--- src/rtl/hazard_scoreboard.sv ---
// D-stage hazard controller: shift scoreboard of in-flight writers, producing
// stall and forward selects, plus a mult/div busy counter.

module hazard_lookup #(
  parameter int STAGES = 3,
  parameter int T_W    = 2,
  parameter int FS_W   = 2
) (
  input  logic [STAGES-1:0][4:0]     addr,
  input  logic [STAGES-1:0][T_W-1:0] t,
  input  logic                       valid,
  input  logic [4:0]                 r_use,
  input  logic [T_W-1:0]             t_use,
  output logic                       hazard,
  output logic [FS_W-1:0]            sel
);
  // Scan oldest to youngest so the youngest match overrides.
  always_comb begin
    hazard = 1'b0;
    sel    = '0;
    if (valid && r_use != 5'd0) begin
      for (int i = STAGES-1; i >= 0; i--) begin
        if (addr[i] == r_use) begin
          hazard = (t[i] > t_use);
          sel    = (t[i] == '0) ? FS_W'(i+1) : '0;
        end
      end
    end
  end
endmodule

module hazard_scoreboard #(
  parameter int STAGES   = 3,
  parameter int T_W      = 2,
  parameter int MULT_LAT = 5,
  parameter int DIV_LAT  = 10,
  parameter int FS_W     = $clog2(STAGES+1)
) (
  input  logic            clk,
  input  logic            reset,
  input  logic            d_valid,
  input  logic [4:0]      d_r_new,
  input  logic [4:0]      d_r_use1,
  input  logic [4:0]      d_r_use2,
  input  logic [T_W-1:0]  d_t_new,
  input  logic [T_W-1:0]  d_t_use1,
  input  logic [T_W-1:0]  d_t_use2,
  input  logic            d_md_start,
  input  logic            d_md_is_div,
  input  logic            d_md_use,
  output logic            stall,
  output logic [FS_W-1:0] fwd_sel1,
  output logic [FS_W-1:0] fwd_sel2,
  output logic            md_busy
);
  localparam int MD_MAX = (MULT_LAT > DIV_LAT) ? MULT_LAT : DIV_LAT;
  localparam int MD_W   = $clog2(MD_MAX+1);

  logic [STAGES-1:0][4:0]     addr;
  logic [STAGES-1:0][T_W-1:0] t;
  logic [MD_W-1:0]            md_cnt;
  logic [1:0][4:0]            r_use;
  logic [1:0][T_W-1:0]        t_use;
  logic [1:0]                 hazard;
  logic [1:0][FS_W-1:0]       sel;
  logic                       accept;

  assign r_use = {d_r_use2, d_r_use1};
  assign t_use = {d_t_use2, d_t_use1};

  for (genvar j = 0; j < 2; j++) begin : g_use
    hazard_lookup #(.STAGES(STAGES), .T_W(T_W), .FS_W(FS_W)) u_lookup (
      .addr   (addr),
      .t      (t),
      .valid  (d_valid),
      .r_use  (r_use[j]),
      .t_use  (t_use[j]),
      .hazard (hazard[j]),
      .sel    (sel[j])
    );
  end

  assign md_busy  = (md_cnt != '0);
  assign stall    = d_valid & (|hazard | (d_md_use & md_busy));
  assign accept   = d_valid & ~stall;
  assign fwd_sel1 = sel[0];
  assign fwd_sel2 = sel[1];

  // Downstream never freezes: entries shift every cycle, bubbles enter as empty.
  always_ff @(posedge clk or posedge reset) begin
    if (reset) begin
      addr <= '0;
      t    <= '0;
    end else begin
      for (int i = 1; i < STAGES; i++) begin
        addr[i] <= addr[i-1];
        t[i]    <= (t[i-1] == '0) ? '0 : t[i-1] - 1'b1;
      end
      if (accept && d_r_new != 5'd0) begin
        addr[0] <= d_r_new;
        t[0]    <= (d_t_new == '0) ? '0 : d_t_new - 1'b1;
      end else begin
        addr[0] <= '0;
        t[0]    <= '0;
      end
    end
  end

  always_ff @(posedge clk or posedge reset) begin
    if (reset)
      md_cnt <= '0;
    else if (accept && d_md_start)
      md_cnt <= d_md_is_div ? MD_W'(DIV_LAT) : MD_W'(MULT_LAT);
    else if (md_cnt != '0)
      md_cnt <= md_cnt - 1'b1;
  end
endmodule

--- config.mk ---
export PLATFORM = sky130hd
export DESIGN_NAME = hazard_scoreboard
export DESIGN_NICKNAME = d
export VERILOG_FILES = /design/src/rtl/hazard_scoreboard.sv
export SDC_FILE = /design/constraint.sdc
export NUM_CORES = 1
export LEC_CHECK = 0
export CAP_MARGIN = 40
export CORE_ASPECT_RATIO = 0.8
export CORE_MARGIN = 4
export CORE_UTILIZATION = 30
export DETAILED_ROUTE_END_ITERATION = 12
export SLEW_MARGIN = 20
export SYNTH_ARGS = -nofsm -noshare
export SYNTH_HDL_FRONTEND = slang
export SYNTH_HIERARCHICAL = 1
export SYNTH_SLANG_ARGS = --single-unit
--- constraint.sdc ---
create_clock -name clk -period 5.77 [get_ports clk]
set_input_delay 0.577 -clock clk [delete_from_list [all_inputs] [get_ports clk]]
set_output_delay 0.577 -clock clk [all_outputs]
set_load 0.02 [all_outputs]
# [Word level (Yosys, flattened, before mapping)]
# Cells that the tools add are included.
[totals] register_bits=25
[classes] bitwise=5 n_lt_le_gt_ge=6 n_reduce_logical=14 n_eq_ne=6 muxes=27 addsub=4
[ops] cell="$eq A5 B5 Y1" n=6
[ops] cell="$mux W2" n=14
[ops] cell="$reduce_bool A5 Y1" n=3
[ops] cell="$gt A2 B2 Y1" n=6
[ops] cell="$mux W4" n=3
[ops] cell="$mux W1" n=9
[ops] cell="$logic_not A2 Y1" n=4
[ops] cell="$sub A2 B1 Y2 const B" n=3
[ops] cell="$mux W5" n=1
[ops] cell="$logic_and A1 B1 Y1" n=4
[ops] cell="$reduce_bool A4 Y1" n=1
[ops] cell="$sub A4 B1 Y4 const B" n=1
[ops] cell="$and A1 B1 Y1" n=3
[ops] cell="$reduce_bool A2 Y1" n=1
[ops] cell="$reduce_or A2 Y1" n=1
[ops] cell="$not A1 Y1" n=1
[ops] cell="$or A1 B1 Y1" n=1

# [Longest topological paths before layout]
[logic_depth] word_depth=12 depth_mapped=10 mapped_depth_nobuf=10

# [By module]
# Netlist, hierarchy kept.
[by_module_without_submodules] mod="hazard_scoreboard" cells_each=66 n_inst=1 seq_area_each_um2=625.6 area_per_inst_um2=932.1
[by_module_without_submodules] mod="hazard_lookup" cells_each=52 n_inst=2 seq_area_each_um2=0.0 area_per_inst_um2=396.6

# [Worst setup path before layout]
# OpenSTA, ideal clock, no wires.
[synth_timing] path_kind="input-to-output" startpoint="input d_t_use2[1]" endpoint="output stall" path_slack_ns=3.244 arrival_ns=1.949 cell_stages=7 path_cell_list="inv_1 ha_1 a2111oi_0 mux2_1 o21a_1 a211oi_1 nor2_1"
[synth_between] elab_chain_len=8 elab_cells_between_ends=10 classes_between="3 x order compare; 4 x mux; 2 x bitwise; 1 x reduce/logical"
[synth_lines] element="start, declared" line_no="47" rtl="input logic [T_W-1:0] d_t_use2,"
[synth_lines] element="$gt A2 B2 Y1" line_no="24" rtl="hazard = (t[i] > t_use);"
[synth_lines] element="$mux W1 (2 in a row)" line_no="23" rtl="if (addr[i] == r_use) begin"
[synth_lines] element="$mux W1 (*)" line_no="23"
[synth_lines] element="$mux W1 (*)" line_no="21" rtl="if (valid && r_use != 5'd0) begin"
[synth_lines] element="net hazard[1]" line_no="64" rtl="logic [1:0] hazard;"
[synth_lines] element="$reduce_or A2 Y1 (*)" line_no="84" rtl="assign stall = d_valid & (|hazard | (d_md_use & md_busy));"
[synth_lines] element="$or A1 B1 Y1 (*)" line_no="84"
[synth_lines] element="$and A1 B1 Y1 (*)" line_no="84"
[synth_lines] element="end, declared" line_no="51" rtl="output logic stall,"
# The timed path passes the listed nets; every way through them passes the cells marked *.

# [Worst setup path after layout]
[layout_timing] startpoint="input d_r_use2[0]" endpoint="output stall"
[layout_between] elab_chain_len=8 elab_cells_between_ends=12 classes_between="3 x eq/ne; 4 x mux; 2 x bitwise; 3 x reduce/logical"
[layout_lines] element="start, declared" line_no="44" rtl="input logic [4:0] d_r_use2,"
[layout_lines] element="$eq A5 B5 Y1" line_no="23"
[layout_lines] element="$mux W1 (3 in a row)" line_no="23"
[layout_lines] element="$mux W1 (*)" line_no="21"
[layout_lines] element="net hazard[1]" line_no="64"
[layout_lines] element="$reduce_or A2 Y1 (*)" line_no="84"
[layout_lines] element="$or A1 B1 Y1 (*)" line_no="84"
[layout_lines] element="$and A1 B1 Y1 (*)" line_no="84"
# Marked as above.

==> impl_metrics.ini <==
[layout]
final_area_um2 = 2210
final_cell_mix = 32 x clkdlybuf4s50_1, 25 x dfrtp_1, 24 x xnor2_1, 18 x inv_1, 14 x ha_1
diodes = 0
finalCoreUtilization_pct = 40.0
area_growth_pct = 28.0
layout-drive-gt1-share_pct = 9.66
finalNonFillerCells = 285
layout.nets = 249
final_common_cell = clkdlybuf4s50_1

[timing]
tightest_slew_ns = 0.467
rsz0062_at_grt = false
setup_slack_ns = 2.06
setup_viol = 0
holdWs_ns = 0.458
fin_worst_skew_ns = 0.00416
slew_viol_final = 0
final-hold-violation-count = 0
relSlewSlack_pct = 68.6
post-route-min-period_ns = 3.71
setup_tns_ns = 0
timing.fmax_mhz = 270
fin_crit_sh_pct = 64.3

[clock_network]
cts_num_sinks = 25
cts_tree = done
cts_root_buf = clkbuf_8
cts-hold-fix-buffers = 0
cts_resized = 0
post-cts-setup-buffers = 0
cts.htree.levels = 1
cts_buffers = 3
clkTransAtPathRegs_ns = 0.09
clk_latency_ns = 0.27
cts_buffer_depth = 2

[logic_synthesis]
syn_avg_cell_area_um2 = 10.1
synthCells = 170
syn-num-nets = 211
synth-seq-cells = 25
yosys_warnings = 6
syn_area_um2 = 1730
ys_seq_area_share_pct = 36.3
synth.distinct_cells = 34

[global_routing]
grt_use_met3_pct = 2.96
antenna_found_initial = 0
track_usage_pct = 11.3
overflow = 0
globalRouteMet2Util_pct = 16.4
grt_pass1_vias = 1217
grt_max_degree = 17
busiest_layer = met1
grt_first_pass_wirelength_um = 6150
use_met1_pct = 16.7

[placement]
port_buffers = 32
place.gp.congestion = 0.836
dp_cells = 281
pre_cts_slack_ns = 2.09
dp_hpwl_um = 3220
place_area_um2 = 2160

[power]
combinationalPowerShare_pct = 34.3
total_power_uw = 516
peakVddDrop_v = 0.000113
power_switching_uw = 173
p_per_area_nw_per_um2 = 233
share_clk_of_total_power_pct = 21.6
swShare_pct = 33.5
seq_power_share_pct = 44.2
power.internal_uw = 343
p_leak_nw = 0.927

[critical_path]
timing.rr.start = addr[5]
cp-start-kind = primary input
required_ns = 5.19
slowest_delay_ns = 0.59
path_max_fanout = 4
crit_path_top_delay_cell = clkdlybuf4s50_1
crit_type = in2out
reg2reg_slack_ns = 3.21
cp_common_cell = clkdlybuf4s50_1
r2r-end = md_cnt[3]
cp-end-kind = output port
critPathTopFamily = buffers and inverters
worstPathCellList = clkdlybuf4s50_1, xnor2_1, nand3_1, nor3_2, mux2_1, o21a_1, a211oi_1, nor2_1, clkdlybuf4s50_1
crit_buf_inv = 2
cp.arrival_ns = 3.13
r2r_cells = 8

[die]
boundaryPins = 33
num_rows = 24
core_um2 = 5530
die_w_um = 92.8
die_area_um2 = 7040
die_y_um = 75.8
initial_utilization_pct = 31.2

[routing]
antenna_left = 0
route.detailed.drc = 0
wl_um = 3840
drtIter0Drc = 54
wire_per_inst_um = 13.5
routed_via_density = 4.60
dr.pass1.iters = 4
via_count = 1312

[flow_run]
drv_cap = 0

[hold_path]
hold_class = reg2reg
hold_depth = 0
hold_end = addr[6]
hp-start = addr[1]

[outcome]
outcome = completed
## layer usage
metal / part of all wire [%] / routed length (um)
met1: 53 / 2020
met2: 42 / 1610
met3: 4.4 / 169
met4: 0.86 / 33
met5: 0 / 0
## sequential cells by signal, summed over array words and instances (netlist names)
signal	count
t	6
md_cnt	4
addr	15
## synth_stat cells, drive strengths merged
| library cell | count | area [um^2] |
|---|---|---|
| dfrtp | 25 | 626 |
| xnor2 | 24 | 210 |
| inv | 19 | 71.3 |
| ha | 14 | 175 |
| a21oi | 8 | 40.0 |
| xor2 | 8 | 70.1 |
| and2 | 7 | 50.1 |
| nand3 | 7 | 35.0 |
| nor3 | 7 | 55.1 |
| o21ai | 7 | 42.5 |
| o211ai | 5 | 37.5 |
| mux2 | 4 | 45.0 |
| nand2 | 4 | 15.0 |
| nor2 | 4 | 15.0 |
| nor2b | 4 | 25.0 |
| a2111oi | 3 | 45.1 |
| nor3b | 3 | 27.5 |
| or4 | 3 | 22.5 |
| a21o | 2 | 15.0 |
| nor4 | 2 | 12.5 |
| nor4b | 2 | 17.5 |
| o21a | 2 | 15.0 |
| a211oi | 1 | 7.51 |
| and4b | 1 | 10.0 |
| and4bb | 1 | 12.5 |
| nand4bb | 1 | 11.3 |
| nor4bb | 1 | 10.0 |
| o22ai | 1 | 6.26 |
## how the worst max path moves through the flow
stage                           start     to  slack (ns)  depth (start not counted)
final                     d_r_use2[0]  stall        2.06                          9
after detailed placement  d_r_use2[3]  stall        2.09                          9
after global routing      d_r_use2[3]  stall        1.92                          9
after CTS                 d_r_use2[3]  stall        2.07                          9
after floorplan           d_t_use2[1]  stall        3.24                          7
after global placement    d_r_use2[3]  stall        2.05                          9
## final cells by class
cell class / instances / area [um^2]
Fill cell: 566 / 3320
Multi-Input combinational cell: 126 / 1030
Sequential cell: 25 / 626
Timing Repair Buffer: 33 / 335
Tap cell: 78 / 97.6
Inverter: 19 / 71.3
Clock buffer: 3 / 41.3
Clock inverter: 1 / 8.76
## power groups by stage
| stage | clock network (mW) | registers, mW | logic, mW |
|---|---|---|---|
| 3_5_place_dp | 0 | 0.231 | 0.179 |
| 4_1_cts | 0.115 | 0.228 | 0.179 |
| 5_1_grt | 0.122 | 0.232 | 0.197 |
| 3_3_place_gp | 0 | 0.232 | 0.175 |
| 6_report | 0.111 | 0.228 | 0.177 |
| 2_1_floorplan | 0 | 0.225 | 0.119 |
## kinds of logic after synthesis
logic type | after synthesis | share of synthesized area [%]
buffers and inverters | 19 | 4.13
AO/OA/AOI/OAI | 29 | 12.1
multiplexers | 4 | 2.61
XOR/XNOR | 32 | 16.2
AND/OR/NAND/NOR | 47 | 18.5
adder cells (fa/ha/maj) | 14 | 10.2
flip-flops | 25 | 36.3
(Power assumes the default switching activity.)
